[src/rtl/hex_display_arbiter_if.sv]
// Requester/display bundle for hex_display_arbiter: request levels, the two
// 24-bit values, and the grant plus the six active-low segment outputs.
interface hex_display_arbiter_if;
  logic [1:0]  req;
  logic [23:0] data0;
  logic [23:0] data1;
  logic [1:0]  grant;
  logic [6:0]  hex0;
  logic [6:0]  hex1;
  logic [6:0]  hex2;
  logic [6:0]  hex3;
  logic [6:0]  hex4;
  logic [6:0]  hex5;

  modport master (
    output req, data0, data1,
    input  grant, hex0, hex1, hex2, hex3, hex4, hex5
  );

  modport slave (
    input  req, data0, data1,
    output grant, hex0, hex1, hex2, hex3, hex4, hex5
  );
endinterface

[src/rtl/hex_display_arbiter.sv]
// Round-robin owner of the six 7-segment digits with a minimum hold per grant;
// the owner's 24-bit value is shown as six active-low hex digits.
//
// state | meaning
// IDLE  | nobody owns the display, digits blank
// SHOW0 | requester 0 owns the display
// SHOW1 | requester 1 owns the display
module hex_display_arbiter #(
  parameter int HOLD_CYCLES = 50000000,
  parameter int CNT_W       = 26
) (
  input  logic                   clock,
  input  logic                   reset_n,
  hex_display_arbiter_if.slave   bus
);

  typedef enum logic [1:0] {
    IDLE  = 2'd0,
    SHOW0 = 2'd1,
    SHOW1 = 2'd2
  } state_t;

  localparam logic [CNT_W-1:0] CNT_LAST = CNT_W'(HOLD_CYCLES - 1);
  localparam logic [6:0]       BLANK    = 7'h7F;

  state_t           state_q, state_d;
  logic [CNT_W-1:0] cnt_q, cnt_d;
  logic             ptr_q, ptr_d;
  logic [6:0]       hex_q [6];
  logic [6:0]       hex_d [6];
  logic             expired;

  function automatic logic [6:0] seg7(input logic [3:0] nib);
    logic [6:0] s;
    case (nib)
      4'h0: s = 7'h40;
      4'h1: s = 7'h79;
      4'h2: s = 7'h24;
      4'h3: s = 7'h30;
      4'h4: s = 7'h19;
      4'h5: s = 7'h12;
      4'h6: s = 7'h02;
      4'h7: s = 7'h78;
      4'h8: s = 7'h00;
      4'h9: s = 7'h10;
      4'hA: s = 7'h08;
      4'hB: s = 7'h03;
      4'hC: s = 7'h46;
      4'hD: s = 7'h21;
      4'hE: s = 7'h06;
      default: s = 7'h0E;
    endcase
    return s;
  endfunction

  assign expired = (cnt_q == CNT_LAST);

  always_comb begin
    state_d = state_q;
    unique case (state_q)
      IDLE: begin
        if (bus.req == 2'b01)      state_d = SHOW0;
        else if (bus.req == 2'b10) state_d = SHOW1;
        else if (bus.req == 2'b11) state_d = ptr_q ? SHOW1 : SHOW0;
      end
      SHOW0: begin
        // An owner drop wins over expiry so a released display never lingers.
        if (!bus.req[0])                state_d = bus.req[1] ? SHOW1 : IDLE;
        else if (expired && bus.req[1]) state_d = SHOW1;
      end
      SHOW1: begin
        if (!bus.req[1])                state_d = bus.req[0] ? SHOW0 : IDLE;
        else if (expired && bus.req[0]) state_d = SHOW0;
      end
      default: state_d = IDLE;
    endcase
  end

  always_comb begin
    cnt_d = cnt_q;
    ptr_d = ptr_q;
    if (state_d != state_q) begin
      cnt_d = '0;
      if (state_d == SHOW0)      ptr_d = 1'b1;
      else if (state_d == SHOW1) ptr_d = 1'b0;
    end else if (state_q != IDLE && !expired) begin
      cnt_d = cnt_q + 1'b1;
    end
  end

  // Encoding keys off the next state so the digits change on the grant edge.
  always_comb begin
    for (int i = 0; i < 6; i++) begin
      hex_d[i] = BLANK;
      if (state_d == SHOW0)      hex_d[i] = seg7(bus.data0[i*4 +: 4]);
      else if (state_d == SHOW1) hex_d[i] = seg7(bus.data1[i*4 +: 4]);
    end
  end

  always_ff @(posedge clock or negedge reset_n) begin
    if (!reset_n) begin
      state_q <= IDLE;
      cnt_q   <= '0;
      ptr_q   <= 1'b0;
      for (int i = 0; i < 6; i++) hex_q[i] <= BLANK;
    end else begin
      state_q <= state_d;
      cnt_q   <= cnt_d;
      ptr_q   <= ptr_d;
      for (int i = 0; i < 6; i++) hex_q[i] <= hex_d[i];
    end
  end

  assign bus.grant = {state_q == SHOW1, state_q == SHOW0};
  assign bus.hex0  = hex_q[0];
  assign bus.hex1  = hex_q[1];
  assign bus.hex2  = hex_q[2];
  assign bus.hex3  = hex_q[3];
  assign bus.hex4  = hex_q[4];
  assign bus.hex5  = hex_q[5];

endmodule
[src/flat_wrapper.sv]
// flat-port wrapper written by rule: the top's interface ports become plain ports
module hex_display_arbiter_flat 
#(
  parameter int HOLD_CYCLES = 50000000,
  parameter int CNT_W       = 26
)
  (clock, reset_n, bus_req, bus_data0, bus_data1, bus_grant, bus_hex0, bus_hex1, bus_hex2, bus_hex3, bus_hex4, bus_hex5);
  hex_display_arbiter_if bus_i ();
  input  logic clock;
  input  logic reset_n;
  input wire logic [$bits(bus_i.req)-1:0] bus_req;
  input wire logic [$bits(bus_i.data0)-1:0] bus_data0;
  input wire logic [$bits(bus_i.data1)-1:0] bus_data1;
  output wire logic [$bits(bus_i.grant)-1:0] bus_grant;
  output wire logic [$bits(bus_i.hex0)-1:0] bus_hex0;
  output wire logic [$bits(bus_i.hex1)-1:0] bus_hex1;
  output wire logic [$bits(bus_i.hex2)-1:0] bus_hex2;
  output wire logic [$bits(bus_i.hex3)-1:0] bus_hex3;
  output wire logic [$bits(bus_i.hex4)-1:0] bus_hex4;
  output wire logic [$bits(bus_i.hex5)-1:0] bus_hex5;
  assign bus_i.req = bus_req;
  assign bus_i.data0 = bus_data0;
  assign bus_i.data1 = bus_data1;
  assign bus_grant = bus_i.grant;
  assign bus_hex0 = bus_i.hex0;
  assign bus_hex1 = bus_i.hex1;
  assign bus_hex2 = bus_i.hex2;
  assign bus_hex3 = bus_i.hex3;
  assign bus_hex4 = bus_i.hex4;
  assign bus_hex5 = bus_i.hex5;
  hex_display_arbiter #(.HOLD_CYCLES(HOLD_CYCLES), .CNT_W(CNT_W)) u_core (.clock(clock), .reset_n(reset_n), .bus(bus_i));
endmodule
[config.mk]
export PLATFORM = sky130hd
export DESIGN_NAME = hex_display_arbiter_flat
export DESIGN_NICKNAME = d
export VERILOG_FILES = /design/src/rtl/hex_display_arbiter_if.sv /design/src/rtl/hex_display_arbiter.sv /design/src/flat_wrapper.sv
export SDC_FILE = /design/constraint.sdc
export NUM_CORES = 1
export LEC_CHECK = 0
export CAP_MARGIN = 20
export CORE_MARGIN = 10
export CORE_UTILIZATION = 56
export CTS_CLUSTER_DIAMETER = 60
export DETAILED_ROUTE_END_ITERATION = 16
export PLACE_DENSITY_LB_ADDON = 0.15
export SLEW_MARGIN = 20
export SYNTH_ARGS = -nofsm -noshare
export SYNTH_HDL_FRONTEND = slang
export SYNTH_SLANG_ARGS = --single-unit
[constraint.sdc]
create_clock -name clock -period 3 [get_ports clock]
set_input_delay 0.3 -clock clock [delete_from_list [all_inputs] [get_ports clock]]
set_output_delay 0.3 -clock clock [all_outputs]
set_load 0.05 [all_outputs]
* After elaboration in Yosys (flattened, before gate mapping) *
Memories as Yosys holds them, arrays and structs flattened.
Cells that the tools add are included.

storage, ports and cells
  word-level logic and storage cells = 67
  input bits = 52
  memories = 12
  output and inout bits = 44
  ROM bits = 1344
  bits in registers = 71

memories
  name              depth  width  read ports  clocked after Yosys merged registers in  write ports  line                       text
  (name not given)  16     7      1           0                                        0            hex_display_arbiter.sv:35  case (nib)
  (name not given)  16     7      1           0                                        0            hex_display_arbiter.sv:35
  (name not given)  16     7      1           0                                        0            hex_display_arbiter.sv:35
  (name not given)  16     7      1           0                                        0            hex_display_arbiter.sv:35
  (name not given)  16     7      1           0                                        0            hex_display_arbiter.sv:35
  (name not given)  16     7      1           0                                        0            hex_display_arbiter.sv:35
  6 more memories   --     --     --          --                                       --           --

operators by class
  reductions and logical operators = 9
  equality and inequality tests = 9
  multiplexer cells = 27
  $add $sub $neg = 1

operator list
  cell                                                  number
  two-way mux 7 bit                                     12
  two-way mux 26 bit                                    2
  adder 26 x 1 -> 26 bit (second input constant)        1
  equality test 26 bit (second input constant)          1
  two-way mux 2 bit                                     9
  equality test 2 bit (second input constant)           4
  equality test 2 x 1 -> 1 bit (second input constant)  3
  case mux 2 bit (3 select lines)                       1
  nonzero test 2 bit                                    3
  logical AND 1 bit                                     3
  two-way mux 1 bit                                     3
  zero test 2 bit                                       1
  != test 2 bit                                         1
  AND reduction 2 bit                                   1
  zero test 1 bit                                       1

* Longest topological paths before layout *
Gate-level depths: netlist of run 1.

  word-level depth = 8
  mapped depth = 12
  mapped depth without buffers = 9

* Worst setup path after synthesis of run 1 *
Ideal clock, no wire load.

  path type = reg-to-reg
  from = register u_core.cnt_q[24]
  to = register u_core.hex_q (netlist bit u_core.bus.hex2[5])
  cell stages (with the launch flop) = 12
  slack = 0.528 ns
  arrival = 2.390 ns
  cells stage by stage = dfrtp_1 -> nor4_1 -> nand4_2 -> nor2_1 -> mux2i_1 -> a21oi_1 -> ha_1 -> clkbuf_1 -> buf_1 -> o31ai_1 -> a21oi_1 -> nor2_1

RTL lines
  item                      line                        text
  start: declaration        hex_display_arbiter.sv:27   logic [CNT_W-1:0] cnt_q, cnt_d;
  start signal: assignment  hex_display_arbiter.sv:108  cnt_q <= cnt_d;
  end: declaration          hex_display_arbiter.sv:29   logic [6:0] hex_q [6];

==> results of run 1 <==
==> worst max path at each step <==
stage	slack [ps]	cells after the start	from	endpoint
after floorplan	530	11	u_core.cnt_q[24]$_DFFE_PN0P_	u_core.bus.hex2[5]$_DFF_PN1_
after global placement	500	10	u_core.cnt_q[12]$_DFFE_PN0P_	u_core.bus.hex4[6]$_DFF_PN1_
after detailed placement	450	10	u_core.cnt_q[12]$_DFFE_PN0P_	u_core.bus.hex4[6]$_DFF_PN1_
after CTS	430	10	u_core.cnt_q[12]$_DFFE_PN0P_	u_core.bus.hex4[6]$_DFF_PN1_
after global routing	150	11	u_core.cnt_q[8]$_DFFE_PN0P_	u_core.bus.hex5[6]$_DFF_PN1_
final	420	10	u_core.cnt_q[12]$_DFFE_PN0P_	u_core.bus.hex3[4]$_DFF_PN1_
==> placed cells by master (no fill, tap or decap), types with 7 or more instances in the layout <==
cell / Yosys / final
dfstp_2: 42 / 42
nor3b_1: 7 / 7
nor2b_1: 8 / 8
nand3_1: 18 / 18
nand2b_1: 15 / 15
ha_1: 75 / 74
nor3_1: 13 / 13
o311ai_0: 9 / 9
a21oi_1: 66 / 66
clkdlybuf4s50_1: 0 / 94
nand2_1: 61 / 61
o211ai_1: 9 / 9
clkbuf_16: 0 / 9
a31oi_1: 14 / 14
or4_1: 11 / 11
mux2_2: 14 / 14
a211oi_1: 7 / 7
mux2i_1: 28 / 28
a221oi_1: 10 / 10
o21ai_0: 9 / 9
nor2_1: 62 / 62
inv_1: 55 / 55
o31ai_1: 22 / 22
mux4_2: 12 / 12
dfrtp_1: 29 / 29
==> per-stage QoR <==
stage / cell area [sq um] / hold WS [ps] / total power (W)
floorplan: 6360 / 4.41 / 0.00243
detailed placement: 7360 / 550 / 0.00298
global route: 7670 / 242 / 0.00431
global placement: 7360 / 526 / 0.00296
finish: 7670 / 166 / 0.00411
CTS: 7670 / 209 / 0.00414
==> flip-flops by register name, summed over array words and instances (netlist names) <==
name / flops
u_core.bus.hex0: 7
u_core.bus.hex5: 7
u_core.ptr_q: 1
u_core.bus.hex2: 7
u_core.bus.hex4: 7
u_core.bus.hex3: 7
u_core.bus.hex1: 7
u_core.cnt_q: 26
u_core.state_q: 2
==> power groups by stage <==
stage | clock network (W) | logic, W | registers (W)
finish | 0.00114 | 0.00167 | 0.00129
global route | 0.00121 | 0.00180 | 0.00130
global placement | 0 | 0.00165 | 0.00131
detailed placement | 0 | 0.00168 | 0.00131
floorplan | 0 | 0.000635 | 0.00179
CTS | 0.00116 | 0.00169 | 0.00129
==> worst reg2reg max path: stages (launching register included) <==
cell and delay, ps:
dfrtp_1 420, and4_1 380, nand4_4 210, o21a_1 230
o21ai_0 190, and3_1 220, ha_1 180, buf_4 250
o311ai_0 230, nor2_1 130, a21oi_1 50
==> logic make-up (layout without fill, tap and decap cells) <==
| kind of cell | count (synthesis) | after routing | synth area share [%] |
|---|---|---|---|
| adders and majority gates | 75 | 75 | 14.7 |
| DFF | 71 | 71 | 28.7 |
| buffers and inverters | 100 | 175 | 6.84 |
| xor gates and xnor gates | 4 | 4 | 0.550 |
| AOI/OAI and AO/OA | 174 | 174 | 17.8 |
| and+or+nand+nor | 239 | 239 | 20.2 |
| muxes | 54 | 54 | 11.1 |
==> layout make-up <==
cell class / instances / area share, %
clock buffer: 12 / 3.08
clock inverter: 4 / 0.914
inverter: 55 / 2.69
multi-input combinational: 546 / 53.5
sequential: 71 / 23.8
tap: 140 / 2.28
timing repair buffer: 104 / 13.7
==> metal layers <==
| layer | wire length (um) | track usage, % |
|---|---|---|
| met4 | 221 | 6.30 |
| met2 | 7860 | 32.4 |
| met5 | 0 | 0 |
| met3 | 797 | 4.58 |
| met1 | 6860 | 23.8 |
==> results.cfg, run 1 <==
[worst_setup_path]
r2r_start = u_core.cnt_q[12]$_DFFE_PN0P_
crit_family = simple AND/OR/NAND/NOR gates
crit_required_ps = 3260
r2r_cells = 10
slowest_delay_ps = 420
crit_chain = and4_1, nand4_4, o21a_1, o21ai_0, and3_1, ha_1, buf_4, o311ai_0, nor2_1, a21oi_1
r2r_setup_slack_ps = 420
critPathCaptureType = flop
r2r-end = u_core.bus.hex3[4]$_DFF_PN1_
slowest_stage = dfrtp_1
cp.arrival_ps = 2840
path_class = reg -> reg
path_buf_inv = 1
path_max_fanout = 21
startpoint_type = flop

[global_routing]
grt_overflow = 0
grt_max_degree = 72
grt_pass1_wl_mm = 26.1
grt_pass1_vias = 5403
antenna_found_initial = 0
grt_use_total_pct = 19.3

[run_status]
run_status = complete, no violations

[clock_tree]
clk_path_buf_depth = 2
cts_root_buf = clkbuf_16
tritoncts = built
cts.reportedPaths.clkPinSlew_ps = 60
post_cts_resized = 0
insertion_delay_ps = 350
cts_sinks = 71
cts_buffers = 9
htree_levels = 3
hold_buffers = 0
cts_setup_buffers = 0

[power]
power_density_nw_per_um2 = 536
internal_power_w = 0.00253
combPwrFrac_pct = 40.7
pwr-share-seq_pct = 31.4
peakVddDrop_uv = 347
switching_share_pct = 38.5
cellLeakagePower_nw = 3.32
pwr-share-clk_pct = 27.8
power_switching_w = 0.00158

[layout]
instances_no_fill = 932
utilization_pct = 69.8
multi_input_area_sq_um = 4100
seqCellArea_sq_um = 1830
n_antenna_cell = 0
final_nets = 914
n_fill_cell = 858
synthToLayoutAreaGrowth_pct = 20.5
drive_gt1_share_pct = 14.0

[route]
wirelength_mm = 15.7
drc = 0
first_pass_iters = 5
vias = 5562
first_iter_violations = 371
ant_nets = 0
routedWlPerCell_um = 16.9
routed_via_density = 5.97

[sta]
rsz0062_at_grt = false
final_hold_viol_count = 0
relSlewSlack_pct = 38.4
fin_setup_tns_ps = 0
setup_viol = 0
fin_ws_ps = 424
tightest_slew_ps = 924
skew_ps = 6.23
period_needed_ps = 2580
fmax_mhz = 388
slew_viol_final = 0
fin_crit_sh_pct = 85.9

[floorplan]
die_w_um = 127
die_area_sq_um = 16000
ios = 96
rows = 38
initial_core_util_pct = 57.9
core_sq_um = 11000
die_h_um = 127

[synth]
synth_area_sq_um = 6360
yosysTopAreaCell = dfstp_2
synth.most_common_cell = ha_1
yosys.cell_types.count = 65
synth-edff-count = 0
netlist.area_leader.share_pct = 17.3
ys.flop_type = dfstp_2
syn_inst = 717
avgSynthCellArea_sq_um = 8.88
synth-seq-cells = 71
yosysWarnings = 0
ys_async_sr_fraction_pct = 100
syn_nets = 844
synth_area_leaders = dfstp_2 (17%), ha_1 (15%), dfrtp_1 (11%)
ys_seq_area_share_pct = 28.7
synth_common_cells = ha_1 (75), a21oi_1 (66), nor2_1 (62)

[placement]
place_ws_ps = 447
dp_cells = 916
gp_congestion = 0.902
hpwl_mm = 11.4
port_buffers = 95

[run]
cap_violations = 0

[worst_hold_path]
hold_class = in -> async
No activity file was read; power rests on OpenSTA's default activity.
==> run 2: changes to the inputs <==
--- a/config.mk
+++ b/config.mk
@@ -5,8 +5,9 @@
 export SDC_FILE = /design/constraint.sdc
 export NUM_CORES = 1
 export LEC_CHECK = 0
+export ABC_CLOCK_PERIOD_IN_PS = 3000
 export CAP_MARGIN = 20
-export CORE_MARGIN = 10
+export CORE_MARGIN = 2
 export CORE_UTILIZATION = 56
 export CTS_CLUSTER_DIAMETER = 60
 export DETAILED_ROUTE_END_ITERATION = 16
==> run 2 against run 1 <==
  * The flow now finishes with violations (hold timing)
  * Count of clock-buffer cells in the layout fell by 2
  * Sequential power about the same
  * Critical path depth unchanged
  * Wire length down 5.2%
  * Worst setup slack worse by 81 ps
  * Flip-flop and latch count unchanged
  * Critical path type unchanged
==> results.cfg, run 2 (synthesis gave the netlist of run 1 again) <==
[run_status]
violations = hold timing
run_status = finished, violations left

[clock_tree]
insertion_delay_ps = 340
cts_buffers = 9
cts.reportedPaths.clkPinSlew_ps = 60
clk_path_buf_depth = 2
cts_sinks = 71
cts_setup_buffers = 0
hold_buffers = 0
htree_levels = 3
post_cts_resized = 0
cts_root_buf = clkbuf_16
tritoncts = built

[worst_setup_path]
critPathCaptureType = flop
path_class = reg -> reg
r2r_setup_slack_ps = 340
startpoint_type = flop
path_max_fanout = 21
crit_required_ps = 3260
cp.arrival_ps = 2920

[worst_hold_path]
hold_class = in -> async

[placement]
gp_congestion = 0.861
place_ws_ps = 379
hpwl_mm = 11.0
port_buffers = 95

[global_routing]
grt_use_total_pct = 24.7
grt_pass1_vias = 5367
grt_overflow = 0
grt_pass1_wl_mm = 25.5
antenna_found_initial = 0
grt_max_degree = 65

[floorplan]
rows = 38
ios = 96
die_h_um = 111
die_area_sq_um = 12200
die_w_um = 111
core_sq_um = 11000
initial_core_util_pct = 57.9

[layout]
n_antenna_cell = 0
final_cell_mix = clkdlybuf4s50_1 (94), ha_1 (74), a21oi_1 (66)
final_nets = 915
synthToLayoutAreaGrowth_pct = 20.7
largest_register_ff_count = 26
final_common_cell = clkdlybuf4s50_1
top_register = u_core.cnt_q
drive_gt1_share_pct = 14.4

[sta]
whs_ps = -0.748
slew_viol_final = 0
period_needed_ps = 2660
fin_ws_ps = 343
rsz0062_at_grt = false
fin_crit_sh_pct = 88.6
fmax_mhz = 376
fin_setup_tns_ps = 0
final_hold_viol_count = 2
skew_ps = 7.96
setup_viol = 0
tightest_slew_ps = 687
relSlewSlack_pct = 54.2

[route]
drc = 0
routed_via_density = 5.97
routedWlPerCell_um = 16.0
first_pass_iters = 5
ant_nets = 0
wirelength_mm = 14.9
vias = 5569
first_iter_violations = 488

[power]
total_power_w = 0.00412
power_density_nw_per_um2 = 536
cellLeakagePower_nw = 3.32
peakVddDrop_uv = 471

[run]
cap_violations = 0
[run 2: cell types whose count changed in the layout (fill, tap and decap cells not counted)]
cell and change:
buf_12 -1, buf_4 +2, clkbuf_1 -2, clkinv_2 -2, clkinv_4 +2, clkinvlp_4 +1
inv_6 +1
[run 2: layout make-up]
type	instances	area, sq um
timing repair buffer	105	1050
clock buffer	10	229
clock inverter	6	93.8
multi-input combinational	546	4100
tap	140	175
inverter	55	206
fill	835	3300
sequential	71	1830
[run 2: worst max-delay path, cell delays in order, from the launching register on]
cell and delay [ps]:
dfrtp_1 430, and4_1 390, nand4_4 210, o21a_1 230
o21ai_0 200, and3_1 210, ha_1 180, buf_4 260
nand2_1 90, a211oi_1 290, a21oi_1 70
[run 2: worst paths after layout]
check,from,to,cells past startpoint
hold reg to reg,u_core.cnt_q[23]$_DFFE_PN0P_,u_core.cnt_q[23]$_DFFE_PN0P_,2
hold / removal,reset_n,u_core.cnt_q[4]$_DFFE_PN0P_,1
min in group clock,u_core.cnt_q[23]$_DFFE_PN0P_,u_core.cnt_q[23]$_DFFE_PN0P_,2
setup / recovery,u_core.cnt_q[13]$_DFFE_PN0P_,u_core.bus.hex1[4]$_DFF_PN1_,10
max in group asynchronous,reset_n,u_core.bus.hex0[1]$_DFF_PN1_,2
setup reg to reg,u_core.cnt_q[13]$_DFFE_PN0P_,u_core.bus.hex1[4]$_DFF_PN1_,10
[run 2: report_power, final]
| group | switching, W | total, W | internal, W |
|---|---|---|---|
| sequential | 0.0000885 | 0.00130 | 0.00121 |
| combinational | 0.00106 | 0.00165 | 0.000589 |
| clock | 0.000435 | 0.00117 | 0.000734 |
[run 2: routing by layer]
metal	vias up	part of all wire, %	routed length (um)	GRT usage (%)
met4	0	1.1	161	5.67
met5	-	0	0	0
met1	2677	44	6560	31.7
met3	17	4.4	650	5.54
li1	2737	-	-	-
met2	138	51	7540	42.6
[run 2: stage by stage]
stage               utilization [%]  hold WS, ps  area [sq um]  std cells
detailed placement             67.0          381          7360        917
global placement               67.0          370          7360        917
global route                   69.9         70.0          7680        933
CTS                            69.9         15.2          7680        933
floorplan                         -         4.41          6360        717
finish                         69.9       -0.748          7680        933
==> run 3: changes to the inputs <==
--- a/config.mk
+++ b/config.mk
@@ -11,7 +11,10 @@
 export CORE_UTILIZATION = 56
 export CTS_CLUSTER_DIAMETER = 60
 export DETAILED_ROUTE_END_ITERATION = 16
+export GPL_TIMING_DRIVEN = 0
+export MAX_ROUTING_LAYER = met4
 export PLACE_DENSITY_LB_ADDON = 0.15
+export RECOVER_POWER = 50
 export SLEW_MARGIN = 20
 export SYNTH_ARGS = -nofsm -noshare
 export SYNTH_HDL_FRONTEND = slang
==> run 3 against run 2 <==
  * The flow now finishes without violations
  * Critical path depth rose by 1
  * Register-to-register slack lost 130 ps
  * Cell count increased by 3.5%
  * Power grew 1.8%
  * Combinational power is 6% higher
  * Global-route usage up 3.5 points
  * Critical endpoint is now u_core.bus.hex2[2]$_DFF_PN1_
  * Highest routed layer unchanged
==> results.cfg, run 3 (synthesis gave the netlist of run 1 again) <==
[run_status]
run_status = complete, no violations

[layout]
final_cell_mix = ha_1 (73), clkdlybuf4s50_1 (68), a21oi_1 (66)
final_nets = 948
final_common_cell = ha_1
drive_gt1_share_pct = 16.0
synthToLayoutAreaGrowth_pct = 23.3
n_fill_cell = 875
n_antenna_cell = 0
utilization_pct = 71.5
largest_register_ff_count = 26
top_register = u_core.cnt_q

[sta]
fmax_mhz = 359
tightest_slew_ps = 1440
fin_crit_sh_pct = 92.9
rsz0062_at_grt = false
final_hold_viol_count = 0
relSlewSlack_pct = 3.70
skew_ps = 6.70
period_needed_ps = 2790
setup_viol = 0
slew_viol_final = 0
fin_setup_tns_ps = 0

[route]
routedWlPerCell_um = 17.6
wirelength_mm = 17.0
drc = 0
first_pass_iters = 5
vias = 5843
ant_nets = 0
routed_via_density = 6.05
first_iter_violations = 468

[floorplan]
die_w_um = 111
initial_core_util_pct = 57.9
core_sq_um = 11000
rows = 38
die_area_sq_um = 12200
die_h_um = 111
ios = 96

[worst_setup_path]
crit_chain = and4_1, buf_4, nand4_4, o21a_1, o21ai_0, and3_1, ha_2, nand2b_1, buf_2, a221oi_1, a31oi_1
slowest_stage = dfrtp_1
critPathCaptureType = flop
path_max_fanout = 10
path_buf_inv = 2
cp.arrival_ps = 3030
crit_family = compound AO/OA/AOI/OAI gates
path_class = reg -> reg
crit_required_ps = 3240
startpoint_type = flop
slowest_delay_ps = 440

[clock_tree]
cts_root_buf = clkbuf_16
htree_levels = 3
tritoncts = built
insertion_delay_ps = 350
cts_buffers = 9
cts_sinks = 71
clk_path_buf_depth = 2
cts.reportedPaths.clkPinSlew_ps = 60

[run]
cap_violations = 0

[global_routing]
antenna_found_initial = 0
grt_pass1_vias = 5672
grt_use_total_pct = 28.2
grt_overflow = 0
grt_max_degree = 49
grt_pass1_wl_mm = 27.5

[placement]
gp_congestion = 0.923
port_buffers = 89
hpwl_mm = 12.4

[worst_hold_path]
hold_class = in -> reg

[power]
cellLeakagePower_nw = 3.36
peakVddDrop_uv = 470
power_density_nw_per_um2 = 534
[run 3: cell count changes in the layout (fill, tap and decap cells not counted), moves of 2 or more]
cell / previous run / this run
a221oi_1: 10 / 7
buf_2: 1 / 8
buf_6: 0 / 3
buf_8: 0 / 2
clkbuf_2: 0 / 3
clkbuf_1: 1 / 21
dlygate4sd3_1: 0 / 21
a221oi_2: 0 / 3
buf_12: 2 / 0
buf_4: 8 / 5
buf_1: 0 / 6
clkdlybuf4s50_1: 94 / 68
[run 3: worst min-delay path, stage by stage]
cell      delay (ps)
clkbuf_1         170
nand2_1          100
a32oi_1           60
[run 3: per-layer routing]
| layer | up-vias | part of all wire, % | GRT usage (%) |
|---|---|---|---|
| met5 | - | 0 | - |
| met4 | 0 | 2.9 | 12.3 |
| met3 | 40 | 5.0 | 4.06 |
| met2 | 211 | 50 | 45.6 |
| met1 | 2803 | 42 | 35.3 |
| li1 | 2789 | - | - |
[run 3: layout make-up]
| class | count | area (sq um) | share of cell area, % |
|---|---|---|---|
| plain buffers | 45 | 243 | 3.09 |
| clock buffers | 11 | 243 | 3.09 |
| clock inverters | 5 | 81.3 | 1.04 |
| inverters | 55 | 206 | 2.63 |
| multi-input cells | 546 | 4130 | 52.7 |
| flip-flops and latches | 71 | 1830 | 23.3 |
| well taps | 140 | 175 | 2.23 |
| repair buffers | 93 | 937 | 11.9 |
[run 3: timing repair]
item                                   CTS  global route
setup endpoints to repair               43            36
setup buffers                            2             0
hold buffers                             1             0
endpoints found under the hold margin    3             0
resized for setup                        8            13
pin swaps                                1             0
[run 3: worst paths after layout]
check	startpoint	end	slack, ps	depth (start not counted)
setup / recovery	u_core.cnt_q[12]$_DFFE_PN0P_	u_core.bus.hex2[2]$_DFF_PN1_	210	11
hold / removal	bus_data1[22]	u_core.bus.hex5[1]$_DFF_PN1_	300	3
setup reg to reg	u_core.cnt_q[12]$_DFFE_PN0P_	u_core.bus.hex2[2]$_DFF_PN1_	210	11
hold reg to reg	u_core.cnt_q[23]$_DFFE_PN0P_	u_core.cnt_q[23]$_DFFE_PN0P_	560	2
max in group asynchronous	reset_n	u_core.bus.hex3[1]$_DFF_PN1_	1220	3
min in group asynchronous	reset_n	u_core.cnt_q[1]$_DFFE_PN0P_	820	2
[run 3: power breakdown]
part | switching [W] | leakage (nW) | internal [W]
sequential | 0.0000617 | 0.843 | 0.00121
combinational | 0.00116 | 2.36 | 0.000587
clock | 0.000424 | 0.156 | 0.000751
[run 3: stage by stage]
step	setup WS, ps	power, W	std cells	hold WS [ps]	area [sq um]
2_1_floorplan	528	0.00243	717	4.41	6360
3_5_place_dp	-322	0.00303	947	229	7450
5_1_grt	30.6	0.00437	966	318	7850
6_report	212	0.00419	966	295	7850
3_3_place_gp	-762	0.00299	946	529	7430
4_1_cts	9.32	0.00423	966	268	7810
